### src/rtl/mux_sel_buf_if.sv
// Handshake bundle for mux_sel_buf: producer select/data side,
// consumer head-entry side and the sticky error flag.
interface mux_sel_buf_if #(
    parameter int WIDTH = 6,
    parameter int SEL_W = 3,
    parameter int N_IN  = 4
);
    logic                  in_valid;
    logic                  in_ready;
    logic [SEL_W-1:0]      selector;
    logic [N_IN*WIDTH-1:0] data_in;
    logic                  out_valid;
    logic                  out_ready;
    logic [WIDTH-1:0]      data_out;
    logic [SEL_W-1:0]      out_sel;
    logic                  err_sel;
    logic                  err_clr;

    modport slave (
        input  in_valid, selector, data_in,
        input  out_ready, err_clr,
        output in_ready, out_valid,
        output data_out, out_sel, err_sel
    );

    modport master (
        output in_valid, selector, data_in,
        output out_ready, err_clr,
        input  in_ready, out_valid,
        input  data_out, out_sel, err_sel
    );
endinterface

### src/rtl/mux_sel_buf.sv
// Source-select mux with constant slot feeding a 2-entry FIFO;
// illegal codes fall back to source 0 and set a sticky error.
module mux_sel_buf #(
    parameter int WIDTH     = 6,
    parameter int SEL_W     = 3,
    parameter int N_IN      = 4,
    parameter int CONST_IDX = 1,
    parameter int CONST_VAL = 16
) (
    input logic           clk,
    input logic           reset,
    mux_sel_buf_if.slave  bus
);
    localparam logic [WIDTH-1:0] CVAL = WIDTH'(CONST_VAL);

    typedef struct packed {
        logic [SEL_W-1:0] sel;
        logic [WIDTH-1:0] data;
    } entry_t;

    entry_t     mem_q [2];
    logic       rd_ptr_q, rd_ptr_d;
    logic       wr_ptr_q, wr_ptr_d;
    logic [1:0] cnt_q, cnt_d;
    logic       err_q, err_d;

    logic             sel_legal;
    logic [WIDTH-1:0] sel_val;
    logic             push, pop;
    entry_t           head;

    always_comb begin
        sel_legal = (int'(bus.selector) < N_IN);
        sel_val   = bus.data_in[WIDTH-1:0];
        for (int k = 0; k < N_IN; k++) begin
            if (int'(bus.selector) == k) begin
                sel_val = bus.data_in[k*WIDTH +: WIDTH];
            end
        end
        if (int'(bus.selector) == CONST_IDX) begin
            sel_val = CVAL;
        end
    end

    assign bus.in_ready  = (cnt_q != 2'd2) && !reset;
    assign bus.out_valid = (cnt_q != 2'd0);
    assign push = bus.in_valid && bus.in_ready;
    assign pop  = bus.out_valid && bus.out_ready;
    assign head = mem_q[rd_ptr_q];

    always_comb begin
        cnt_d    = cnt_q;
        rd_ptr_d = rd_ptr_q;
        wr_ptr_d = wr_ptr_q;
        err_d    = err_q;
        unique case ({push, pop})
            2'b10:   cnt_d = cnt_q + 2'd1;
            2'b01:   cnt_d = cnt_q - 2'd1;
            default: cnt_d = cnt_q;
        endcase
        if (push) wr_ptr_d = wr_ptr_q + 1'b1;
        if (pop)  rd_ptr_d = rd_ptr_q + 1'b1;
        // set beats clear when both happen together
        if (push && !sel_legal) begin
            err_d = 1'b1;
        end else if (bus.err_clr) begin
            err_d = 1'b0;
        end
    end

    always_ff @(posedge clk) begin
        if (reset) begin
            cnt_q    <= 2'd0;
            rd_ptr_q <= 1'b0;
            wr_ptr_q <= 1'b0;
            err_q    <= 1'b0;
        end else begin
            cnt_q    <= cnt_d;
            rd_ptr_q <= rd_ptr_d;
            wr_ptr_q <= wr_ptr_d;
            err_q    <= err_d;
        end
    end

    // storage needs no reset; outputs are masked while empty
    always_ff @(posedge clk) begin
        if (push) begin
            mem_q[wr_ptr_q] <= '{sel: bus.selector, data: sel_val};
        end
    end

    always_comb begin
        bus.data_out = '0;
        bus.out_sel  = '0;
        if (bus.out_valid) begin
            bus.data_out = head.data;
            bus.out_sel  = head.sel;
        end
    end

    assign bus.err_sel = err_q;
endmodule
### src/flat_wrapper.sv
// flat-port wrapper written by rule: the top's interface ports become plain ports
module mux_sel_buf_flat 
#(
    parameter int WIDTH     = 6,
    parameter int SEL_W     = 3,
    parameter int N_IN      = 4,
    parameter int CONST_IDX = 1,
    parameter int CONST_VAL = 16
)
  (clk, reset, bus_in_valid, bus_selector, bus_data_in, bus_out_ready, bus_err_clr, bus_in_ready, bus_out_valid, bus_data_out, bus_out_sel, bus_err_sel);
  mux_sel_buf_if #(.WIDTH(WIDTH), .SEL_W(SEL_W), .N_IN(N_IN)) bus_i ();
  input logic clk;
  input logic reset;
  input wire logic [$bits(bus_i.in_valid)-1:0] bus_in_valid;
  input wire logic [$bits(bus_i.selector)-1:0] bus_selector;
  input wire logic [$bits(bus_i.data_in)-1:0] bus_data_in;
  input wire logic [$bits(bus_i.out_ready)-1:0] bus_out_ready;
  input wire logic [$bits(bus_i.err_clr)-1:0] bus_err_clr;
  output wire logic [$bits(bus_i.in_ready)-1:0] bus_in_ready;
  output wire logic [$bits(bus_i.out_valid)-1:0] bus_out_valid;
  output wire logic [$bits(bus_i.data_out)-1:0] bus_data_out;
  output wire logic [$bits(bus_i.out_sel)-1:0] bus_out_sel;
  output wire logic [$bits(bus_i.err_sel)-1:0] bus_err_sel;
  assign bus_i.in_valid = bus_in_valid;
  assign bus_i.selector = bus_selector;
  assign bus_i.data_in = bus_data_in;
  assign bus_i.out_ready = bus_out_ready;
  assign bus_i.err_clr = bus_err_clr;
  assign bus_in_ready = bus_i.in_ready;
  assign bus_out_valid = bus_i.out_valid;
  assign bus_data_out = bus_i.data_out;
  assign bus_out_sel = bus_i.out_sel;
  assign bus_err_sel = bus_i.err_sel;
  mux_sel_buf #(.WIDTH(WIDTH), .SEL_W(SEL_W), .N_IN(N_IN), .CONST_IDX(CONST_IDX), .CONST_VAL(CONST_VAL)) u_core (.clk(clk), .reset(reset), .bus(bus_i));
endmodule
### config.mk
export PLATFORM = sky130hd
export DESIGN_NAME = mux_sel_buf_flat
export DESIGN_NICKNAME = d
export VERILOG_FILES = /design/src/rtl/mux_sel_buf_if.sv /design/src/rtl/mux_sel_buf.sv /design/src/flat_wrapper.sv
export SDC_FILE = /design/constraint.sdc
export NUM_CORES = 1
export LEC_CHECK = 0
export ABC_CLOCK_PERIOD_IN_PS = 2600
export CAP_MARGIN = 0
export CORE_UTILIZATION = 43
export CTS_CLUSTER_DIAMETER = 200
export DETAILED_ROUTE_END_ITERATION = 16
export PLACE_DENSITY = 0.8
export SYNTH_ARGS = -nofsm -noshare
export SYNTH_HDL_FRONTEND = slang
export SYNTH_SLANG_ARGS = --single-unit
### constraint.sdc
create_clock -name clk -period 2.6 [get_ports clk]
set_input_delay 0.65 -clock clk [delete_from_list [all_inputs] [get_ports clk]]
set_output_delay 0.65 -clock clk [all_outputs]
set_load 0.02 [all_outputs]
==> results of run 1 <==
## cell usage after synthesis (3+ instances only)
master	instances	area, sq um
nand2_1	6	22.5
buf_2	3	15.0
a32oi_1	6	52.6
edfxtp_1	18	541
nand2b_1	3	18.8
nor2_1	17	63.8
a22oi_1	5	37.5
inv_1	4	15.0
dfxtp_1	6	120
mux2i_1	10	100
## registers in the layout (all words and copies together) (netlist names), named ones only
register / flops
u_core.cnt_q: 2
u_core.mem_q: 18
u_core.rd_ptr_q: 1
u_core.bus.err_sel: 1
u_core.wr_ptr_q: 1
## worst reg2reg max path, stage by stage, from the launching register on
cell	delay [ns]
dfxtp_1	0.45
nand2b_1	0.19
nand2_1	0.12
ha_1	0.33
or3_1	0.36
a21oi_1	0.14
## power breakdown
part / leakage (nW) / switching, mW / internal, mW
sequential: 0.215 / 0.0548 / 0.472
clock: 0.0210 / 0.105 / 0.0854
combinational: 0.339 / 0.261 / 0.266
total: 0.575 / 0.421 / 0.823
## stage by stage
stage	instance area, sq um	utilization [%]	hold WS, ns	instances	power [mW]
global placement	1520	65.5	0.463	160	1.05
detailed placement	1520	65.5	0.480	160	1.07
finish	1560	67.2	0.499	164	1.24
CTS	1550	67.0	0.503	164	1.25
floorplan	1100	-	0.446	95	0.826
global route	1560	67.2	0.545	164	1.31
## cell families after synthesis
family / share of synthesized area [%]
AOI/OAI and AO/OA: 9.99
adders and majority gates: 1.13
buffers and inverters: 3.18
DFF: 59.9
xor gates and xnor gates: 2.38
muxes: 9.08
and+or+nand+nor: 14.3
## cells in the final DEF, fill, tap and decap left out
cell | synthesis | routed
dfxtp_2 | 0 | 1
and3b_1 | 1 | 1
buf_4 | 0 | 4
ha_1 | 1 | 1
nand3b_1 | 1 | 1
or3_1 | 1 | 1
a21oi_1 | 2 | 2
and3_1 | 2 | 2
a32oi_1 | 6 | 6
inv_1 | 4 | 4
nor2b_1 | 2 | 2
nand2_1 | 6 | 6
nor2_1 | 17 | 16
edfxtp_1 | 18 | 18
clkdlybuf4s50_1 | 0 | 37
nand2b_1 | 3 | 3
o21ai_0 | 2 | 2
clkbuf_4 | 0 | 3
clkbuf_8 | 0 | 1
xnor2_1 | 1 | 1
mux2i_1 | 10 | 10
nor3_1 | 1 | 1
dfxtp_1 | 6 | 5
a22oi_1 | 5 | 5
nor2_2 | 0 | 1
xor2_1 | 2 | 2
## layout make-up
type | instances | area share [%]
Sequential cell | 24 | 42.5
Clock buffer | 4 | 2.33
Timing Repair Buffer | 41 | 25.7
Tap cell | 28 | 2.25
Inverter | 4 | 0.964
Multi-Input combinational cell | 63 | 26.3
## layer usage
| metal | GRT usage [%] | part of all wire, % | up-vias |
|---|---|---|---|
| li1 | - | - | 431 |
| met1 | 19.2 | 41 | 400 |
| met2 | 30.2 | 54 | 22 |
| met3 | 2.90 | 3.7 | 4 |
| met4 | 9.21 | 1.6 | 0 |
| met5 | 0 | 0 | - |
## repair_timing
item,CTS,global route
endpoints found under the setup margin,0,10
endpoints found under the hold margin,0,0
resized for setup,0,2
## worst min path at each step
stage          cells past startpoint         endpoint            start
2_1_floorplan                      1  u_core.wr_ptr_q  u_core.wr_ptr_q
3_3_place_gp                       1  u_core.wr_ptr_q  u_core.wr_ptr_q
3_5_place_dp                       1  u_core.wr_ptr_q  u_core.wr_ptr_q
4_1_cts                            1  u_core.wr_ptr_q  u_core.wr_ptr_q
5_1_grt                            1  u_core.wr_ptr_q  u_core.wr_ptr_q
6_report                           1  u_core.wr_ptr_q  u_core.wr_ptr_q
==> flow_metrics.py, run 1 <==
metrics = {
    "finish": {
        "n_antenna_cell": 0,
        "nNetsFinal": 170,
        "drive_gt1_share_pct": 7.35,
        "area_delta_synth_final_pct": 41.3,
        "nFillCells": 185,
        "multiInputGateArea_sq_um": 409,
        "seq_area_sq_um": 662,
    },
    "logic_synthesis": {
        "syn_area_sq_um": 1100,
        "synth-edff-count": 18,
        "syn_inst": 95,
        "syn_area_per_cell_sq_um": 11.6,
        "yosys_most_used_dff": "edfxtp_1",
        "yosysWarnings": 0,
        "synth-async-reset-ratio_pct": 0,
        "syn_nets": 128,
        "ys_seq_area_share_pct": 59.9,
        "ys_types": 22,
        "ys_ff_latch": 24,
    },
    "worst_setup_path": {
        "rr_worst_depth": 5,
        "critPathLaunchType": "input pin",
        "required_ns": 1.95,
        "cp_max_fo": 2,
        "worst_path_max_delay_cell": "clkdlybuf4s50_1",
        "crit_path_end": "bus_in_ready",
        "critPathMaxStageDelay_ns": 0.60,
        "end_kind": "output port",
        "crit_arrival_ns": 1.79,
        "worst-path-stages": 3,
        "crit_start": "reset",
        "r2r_slack_ns": 0.95,
        "crit_type": "in -> out",
        "path_delay_family": "buffers and inverters",
        "critPathBufInv": 2,
        "crit_top_cell": "clkdlybuf4s50_1",
        "cp_cell_sequence": "clkdlybuf4s50_1, nor2b_1, clkdlybuf4s50_1",
        "timing.rr.end": "u_core.cnt_q[1]",
        "r2r-start": "u_core.cnt_q[0]",
    },
    "route": {
        "vias_per_cell": 5.23,
        "wirelength_um": 2080,
        "drtPass1Iterations": 4,
        "ant_nets": 0,
        "drtIter0Drc": 11,
        "vias": 857,
        "drc": 0,
        "wire_per_inst_um": 12.7,
    },
    "die": {
        "io_pins": 44,
        "core-area_sq_um": 2320,
        "die_y_um": 52.6,
        "fp.dieW_um": 52.6,
        "fp-row-count": 17,
        "initial_core_util_pct": 47.5,
        "die-area_sq_um": 2770,
    },
    "global_routing": {
        "grt-ovfl-total": 0,
        "first_global_vias": 813,
        "antenna_found_initial": 0,
        "grt_pass1_wl_um": 3350,
        "grtUsageTotal_pct": 17.0,
        "grt_max_degree": 14,
    },
    "placement": {
        "place.gp.congestion": 0.773,
        "portBuffers": 37,
        "post-dp-hpwl_um": 1610,
        "place_ws_ns": 0.155,
    },
    "timing": {
        "slew_viol_final": 0,
        "setup_violations": 0,
        "period_needed_ns": 2.44,
        "hold_violations": 0,
        "fmax_mhz": 410,
        "fin_ws_ns": 0.164,
        "fin_setup_tns_ns": 0,
        "fin_crit_sh_pct": 93.7,
        "skew_ns": 0.000756,
        "worst_slew_pin_slew_ns": 0.421,
        "max_slew_margin_pct": 71.9,
        "rsz0062_at_grt": "no",
    },
    "cts": {
        "cts_tree": "done",
        "cts.sinks": 24,
        "clk_latency_ns": 0.30,
        "clkTransAtPathRegs_ns": 0.12,
        "clk_path_buf_depth": 2,
        "clock-root-buffer": "clkbuf_4",
        "hold_buffers": 0,
        "cts_buffers": 3,
        "htreeDepth": 1,
        "post-cts-setup-buffer-count": 0,
    },
    "status": {
        "status": "finished, final reports clean",
    },
    "flow_run": {
        "max_cap_violations": 0,
    },
    "power": {
        "peakVddDrop_mv": 0.655,
        "leakage_nw": 0.575,
        "power_density_nw_per_um2": 798,
    },
    "hold_path": {
        "hold_class": "reg -> reg",
    },
}
(Power assumes the default switching activity.)
==> run 2, diff against run 1 <==
--- a/config.mk
+++ b/config.mk
@@ -7,6 +7,7 @@
 export LEC_CHECK = 0
 export ABC_CLOCK_PERIOD_IN_PS = 2600
 export CAP_MARGIN = 0
+export CORE_MARGIN = 5
 export CORE_UTILIZATION = 43
 export CTS_CLUSTER_DIAMETER = 200
 export DETAILED_ROUTE_END_ITERATION = 16
==> flow_metrics.py, run 2 (synthesis gave the netlist of run 1 again) <==
metrics = {
    "global_routing": {
        "grt-ovfl-total": 0,
        "first_global_vias": 905,
        "grt_pass1_wl_um": 3730,
        "antenna_found_initial": 0,
        "grt_max_degree": 15,
        "grtUsageTotal_pct": 14.0,
    },
    "timing": {
        "slew_viol_final": 0,
        "fin_crit_sh_pct": 93.3,
        "fmax_mhz": 412,
        "whs_ns": 0.506,
        "rsz0062_at_grt": "no",
        "fin_ws_ns": 0.175,
        "setup_violations": 0,
        "fin_setup_tns_ns": 0,
        "worst_slew_pin_slew_ns": 0.438,
        "period_needed_ns": 2.43,
        "hold_violations": 0,
        "max_slew_margin_pct": 70.8,
        "skew_ns": 0.00242,
    },
    "worst_setup_path": {
        "critPathMaxStageDelay_ns": 0.60,
        "timing.rr.end": "u_core.cnt_q[1]",
        "crit_start": "reset",
        "worst-path-stages": 3,
        "required_ns": 1.95,
        "path_delay_family": "buffers and inverters",
        "r2r-start": "u_core.cnt_q[0]",
        "rr_worst_depth": 5,
        "crit_arrival_ns": 1.78,
        "cp_cell_sequence": "clkdlybuf4s50_1, nor2b_1, clkdlybuf4s50_1",
        "crit_path_end": "bus_in_ready",
        "end_kind": "output port",
        "crit_top_cell": "clkdlybuf4s50_1",
        "r2r_slack_ns": 0.94,
        "crit_type": "in -> out",
        "critPathLaunchType": "input pin",
        "critPathBufInv": 2,
        "cp_max_fo": 2,
        "worst_path_max_delay_cell": "clkdlybuf4s50_1",
    },
    "finish": {
        "multiInputGateArea_sq_um": 409,
        "top_register": "u_core.mem_q",
        "area_delta_synth_final_pct": 42.9,
        "utilization_pct": 64.2,
        "final_cell_mix": "clkdlybuf4s50_1 (37), edfxtp_1 (18), nor2_1 (16)",
        "drive_gt1_share_pct": 6.62,
        "final_area_sq_um": 1580,
        "layoutNonFillerInstCount": 166,
        "largest_reg_flops": 18,
        "nNetsFinal": 170,
        "final_common_cell": "clkdlybuf4s50_1",
        "nFillCells": 193,
        "top_regs": "u_core.mem_q x18, u_core.cnt_q x2",
        "seq_area_sq_um": 661,
        "n_antenna_cell": 0,
    },
    "die": {
        "fp.dieW_um": 60.6,
        "die_y_um": 60.6,
        "fp-row-count": 18,
        "core-area_sq_um": 2450,
        "die-area_sq_um": 3680,
        "io_pins": 44,
        "initial_core_util_pct": 44.9,
    },
    "cts": {
        "hold_buffers": 0,
        "clock-root-buffer": "clkbuf_4",
        "cts.sinks": 24,
        "clk_path_buf_depth": 2,
        "post-cts-setup-buffer-count": 0,
        "ctsResizeCount": 1,
        "clkTransAtPathRegs_ns": 0.12,
        "cts_buffers": 3,
        "cts_tree": "done",
        "clk_latency_ns": 0.31,
        "htreeDepth": 1,
    },
    "route": {
        "drtIter0Drc": 29,
        "drc": 0,
        "wirelength_um": 2350,
        "vias": 880,
        "wire_per_inst_um": 14.2,
        "vias_per_cell": 5.30,
        "ant_nets": 0,
        "drtPass1Iterations": 4,
    },
    "flow_run": {
        "max_cap_violations": 0,
    },
    "power": {
        "p_sw_mw": 0.431,
        "leakage_nw": 0.583,
        "p_total_mw": 1.33,
        "power_density_nw_per_um2": 844,
        "p_seq_share_pct": 38.4,
        "peakVddDrop_mv": 0.535,
        "p_int_mw": 0.898,
        "p_comb_share_pct": 42.0,
        "clockPowerShare_pct": 19.6,
        "netSwitchingFraction_pct": 32.4,
    },
    "placement": {
        "dp.cells": 162,
        "dpl-instance-area_sq_um": 1520,
        "place.gp.congestion": 0.740,
        "post-dp-hpwl_um": 1840,
        "portBuffers": 37,
        "place_ws_ns": 0.167,
    },
    "status": {
        "status": "finished, final reports clean",
    },
    "hold_path": {
        "hold_class": "reg -> reg",
        "whs_path_depth": 2,
    },
}
## run 2: final cells by class
type | instances | area share [%]
clock buffer | 3 | 1.43
tap | 30 | 2.38
inverter | 4 | 0.953
timing repair buffer | 41 | 25.4
clock inverter | 1 | 1.91
sequential | 24 | 41.9
multi-input combinational | 63 | 26.0
## run 2: how the worst min path moves through the flow
| stage | from | slack [ns] | end |
|---|---|---|---|
| detailed placement | u_core.wr_ptr_q | 0.48 | u_core.wr_ptr_q |
| global placement | u_core.wr_ptr_q | 0.46 | u_core.wr_ptr_q |
| CTS | u_core.wr_ptr_q | 0.51 | u_core.wr_ptr_q |
| floorplan | u_core.wr_ptr_q | 0.45 | u_core.wr_ptr_q |
| finish | u_core.bus.err_sel | 0.51 | u_core.bus.err_sel |
| global route | u_core.wr_ptr_q | 0.54 | u_core.wr_ptr_q |
## run 2: layer usage
layer  GRT usage (%)  vias to the layer above  part of all wire (%)  routed length (um)
met5               0                        -                     0                   0
met4            8.67                        0                   3.3                  78
met3            3.62                        8                   7.4                 174
met2            25.2                       34                    51                1190
met1            14.4                      409                    39                 910
li1                -                      429                     -                   -
## run 2: power by group through the flow
| stage | combinational (mW) | sequential (mW) | clock [mW] |
|---|---|---|---|
| 2_1_floorplan | 0.322 | 0.504 | 0 |
| 3_3_place_gp | 0.548 | 0.514 | 0 |
| 3_5_place_dp | 0.562 | 0.518 | 0 |
| 4_1_cts | 0.566 | 0.511 | 0.266 |
| 5_1_grt | 0.602 | 0.516 | 0.282 |
| 6_report | 0.558 | 0.510 | 0.261 |
## run 2: worst reg2reg max path, cell delays in order, from the launching register on
cell,delay (ns)
dfxtp_1,0.45
nand2b_1,0.20
nand2_1,0.12
ha_1,0.33
or3_1,0.36
a21oi_1,0.14
==> run 3, diff against run 2 <==
==> constraint.sdc (replaced) <==
create_clock -name clk -period 2.6 [get_ports clk]
set_input_delay 0.39 -clock clk [delete_from_list [all_inputs] [get_ports clk]]
set_output_delay 0.39 -clock clk [all_outputs]
set_load 0.02 [all_outputs]
==> flow_metrics.py, run 3 (synthesis gave the netlist of run 1 again) <==
metrics = {
    "status": {
        "status": "finished, final reports clean",
    },
    "finish": {
        "seq_area_sq_um": 661,
        "layoutNonFillerInstCount": 164,
        "final_cell_mix": "clkdlybuf4s50_1 (37), edfxtp_1 (18), nor2_1 (17)",
        "multiInputGateArea_sq_um": 407,
        "top_register": "u_core.mem_q",
        "nFillCells": 201,
        "largest_reg_flops": 18,
        "nNetsFinal": 168,
        "n_antenna_cell": 0,
        "final_area_sq_um": 1530,
        "drive_gt1_share_pct": 3.73,
        "area_delta_synth_final_pct": 38.9,
        "final_common_cell": "clkdlybuf4s50_1",
        "top_regs": "u_core.mem_q x18, u_core.cnt_q x2",
    },
    "worst_setup_path": {
        "critPathMaxStageDelay_ns": 0.67,
        "crit_type": "reg -> out",
        "end_kind": "output port",
        "cp_cell_sequence": "mux2i_1, nor2_1, clkdlybuf4s50_1",
        "cp_max_fo": 9,
        "required_ns": 2.21,
        "rr_worst_depth": 5,
        "crit_arrival_ns": 1.86,
        "critPathLaunchType": "register",
        "worst_path_max_delay_cell": "dfxtp_1",
    },
    "timing": {
        "fin_setup_tns_ns": 0,
        "max_slew_margin_pct": 65.3,
        "slew_viol_final": 0,
        "fmax_mhz": 444,
        "rsz0062_at_grt": "no",
        "worst_slew_pin_slew_ns": 0.521,
        "period_needed_ns": 2.25,
        "whs_ns": 0.498,
        "setup_violations": 0,
        "fin_crit_sh_pct": 86.6,
        "hold_violations": 0,
        "skew_ns": 0.00159,
    },
    "cts": {
        "clk_path_buf_depth": 2,
        "htreeDepth": 1,
        "cts_buffers": 3,
        "ctsResizeCount": 0,
        "hold_buffers": 0,
        "clock-root-buffer": "clkbuf_4",
        "cts.sinks": 24,
        "clk_latency_ns": 0.30,
        "post-cts-setup-buffer-count": 0,
        "cts_tree": "done",
        "clkTransAtPathRegs_ns": 0.11,
    },
    "global_routing": {
        "grt_max_degree": 14,
        "first_global_vias": 881,
        "grt_pass1_wl_um": 3860,
        "antenna_found_initial": 0,
        "grt-ovfl-total": 0,
        "grtUsageTotal_pct": 14.7,
    },
    "placement": {
        "place.gp.congestion": 0.761,
        "dpl-instance-area_sq_um": 1510,
        "post-dp-hpwl_um": 1850,
        "dp.cells": 160,
        "portBuffers": 37,
    },
    "die": {
        "die-area_sq_um": 3680,
        "io_pins": 44,
        "core-area_sq_um": 2450,
        "die_y_um": 60.6,
        "fp.dieW_um": 60.6,
        "fp-row-count": 18,
        "initial_core_util_pct": 44.9,
    },
    "route": {
        "ant_nets": 0,
        "vias_per_cell": 5.21,
        "vias": 854,
        "wirelength_um": 2340,
        "wire_per_inst_um": 14.2,
        "drc": 0,
        "drtPass1Iterations": 4,
        "drtIter0Drc": 12,
    },
    "hold_path": {
        "hold_class": "reg -> reg",
        "whs_path_depth": 1,
    },
    "power": {
        "peakVddDrop_mv": 0.575,
        "p_total_mw": 1.23,
        "power_density_nw_per_um2": 800,
        "leakage_nw": 0.558,
    },
    "flow_run": {
        "max_cap_violations": 0,
    },
}
run 3: cell count changes in the layout (fill, tap and decap cells not counted), sizes merged:
cell / before / now
bufinv: 1 / 0
clkbuf: 3 / 4
buf: 4 / 2
run 3: worst paths after layout:
check	start	to	slack, ns
max reg2reg	u_core.cnt_q[0]	u_core.cnt_q[1]	0.99
min	u_core.wr_ptr_q	u_core.wr_ptr_q	0.50
max	register	bus_out_sel[0]	0.35
min reg2reg	u_core.wr_ptr_q	u_core.wr_ptr_q	0.50
run 3: layout make-up:
class / count / area share, %
inverters: 4 / 0.980
clock buffers: 4 / 1.72
well taps: 30 / 2.45
repair buffers: 39 / 25.2
multi-input cells: 63 / 26.6
flip-flops and latches: 24 / 43.1
run 3: where the power goes:
part	internal, mW	total [mW]	switching (mW)
combinational	0.275	0.545	0.271
sequential	0.471	0.525	0.0539
clock	0.0597	0.156	0.0960
run 3: metal layers:
| metal | track usage [%] | up-vias | wire [um] |
|---|---|---|---|
| met2 | 25.5 | 21 | 1300 |
| met4 | 6.50 | 0 | 21 |
| li1 | - | 428 | - |
| met3 | 4.47 | 2 | 139 |
| met5 | 0 | - | 0 |
| met1 | 16.6 | 403 | 870 |
run 3: metrics by stage:
| stage | worst slack [ns] | utilization (%) |
|---|---|---|
| 4_1_cts | 0.330 | 62.4 |
| 3_5_place_dp | 0.487 | 61.3 |
| 6_report | 0.349 | 62.4 |
| 3_3_place_gp | 0.520 | 61.3 |
| 5_1_grt | 0.198 | 62.4 |
| 2_1_floorplan | 1.12 | - |
run 3: critical path: cells and delay by family, from the launching register on:
kind,cells,cell delay (ns)
flip-flops,1,0.67
buffers and inverters,1,0.63
multiplexers,1,0.14
AND/OR/NAND/NOR,1,0.13
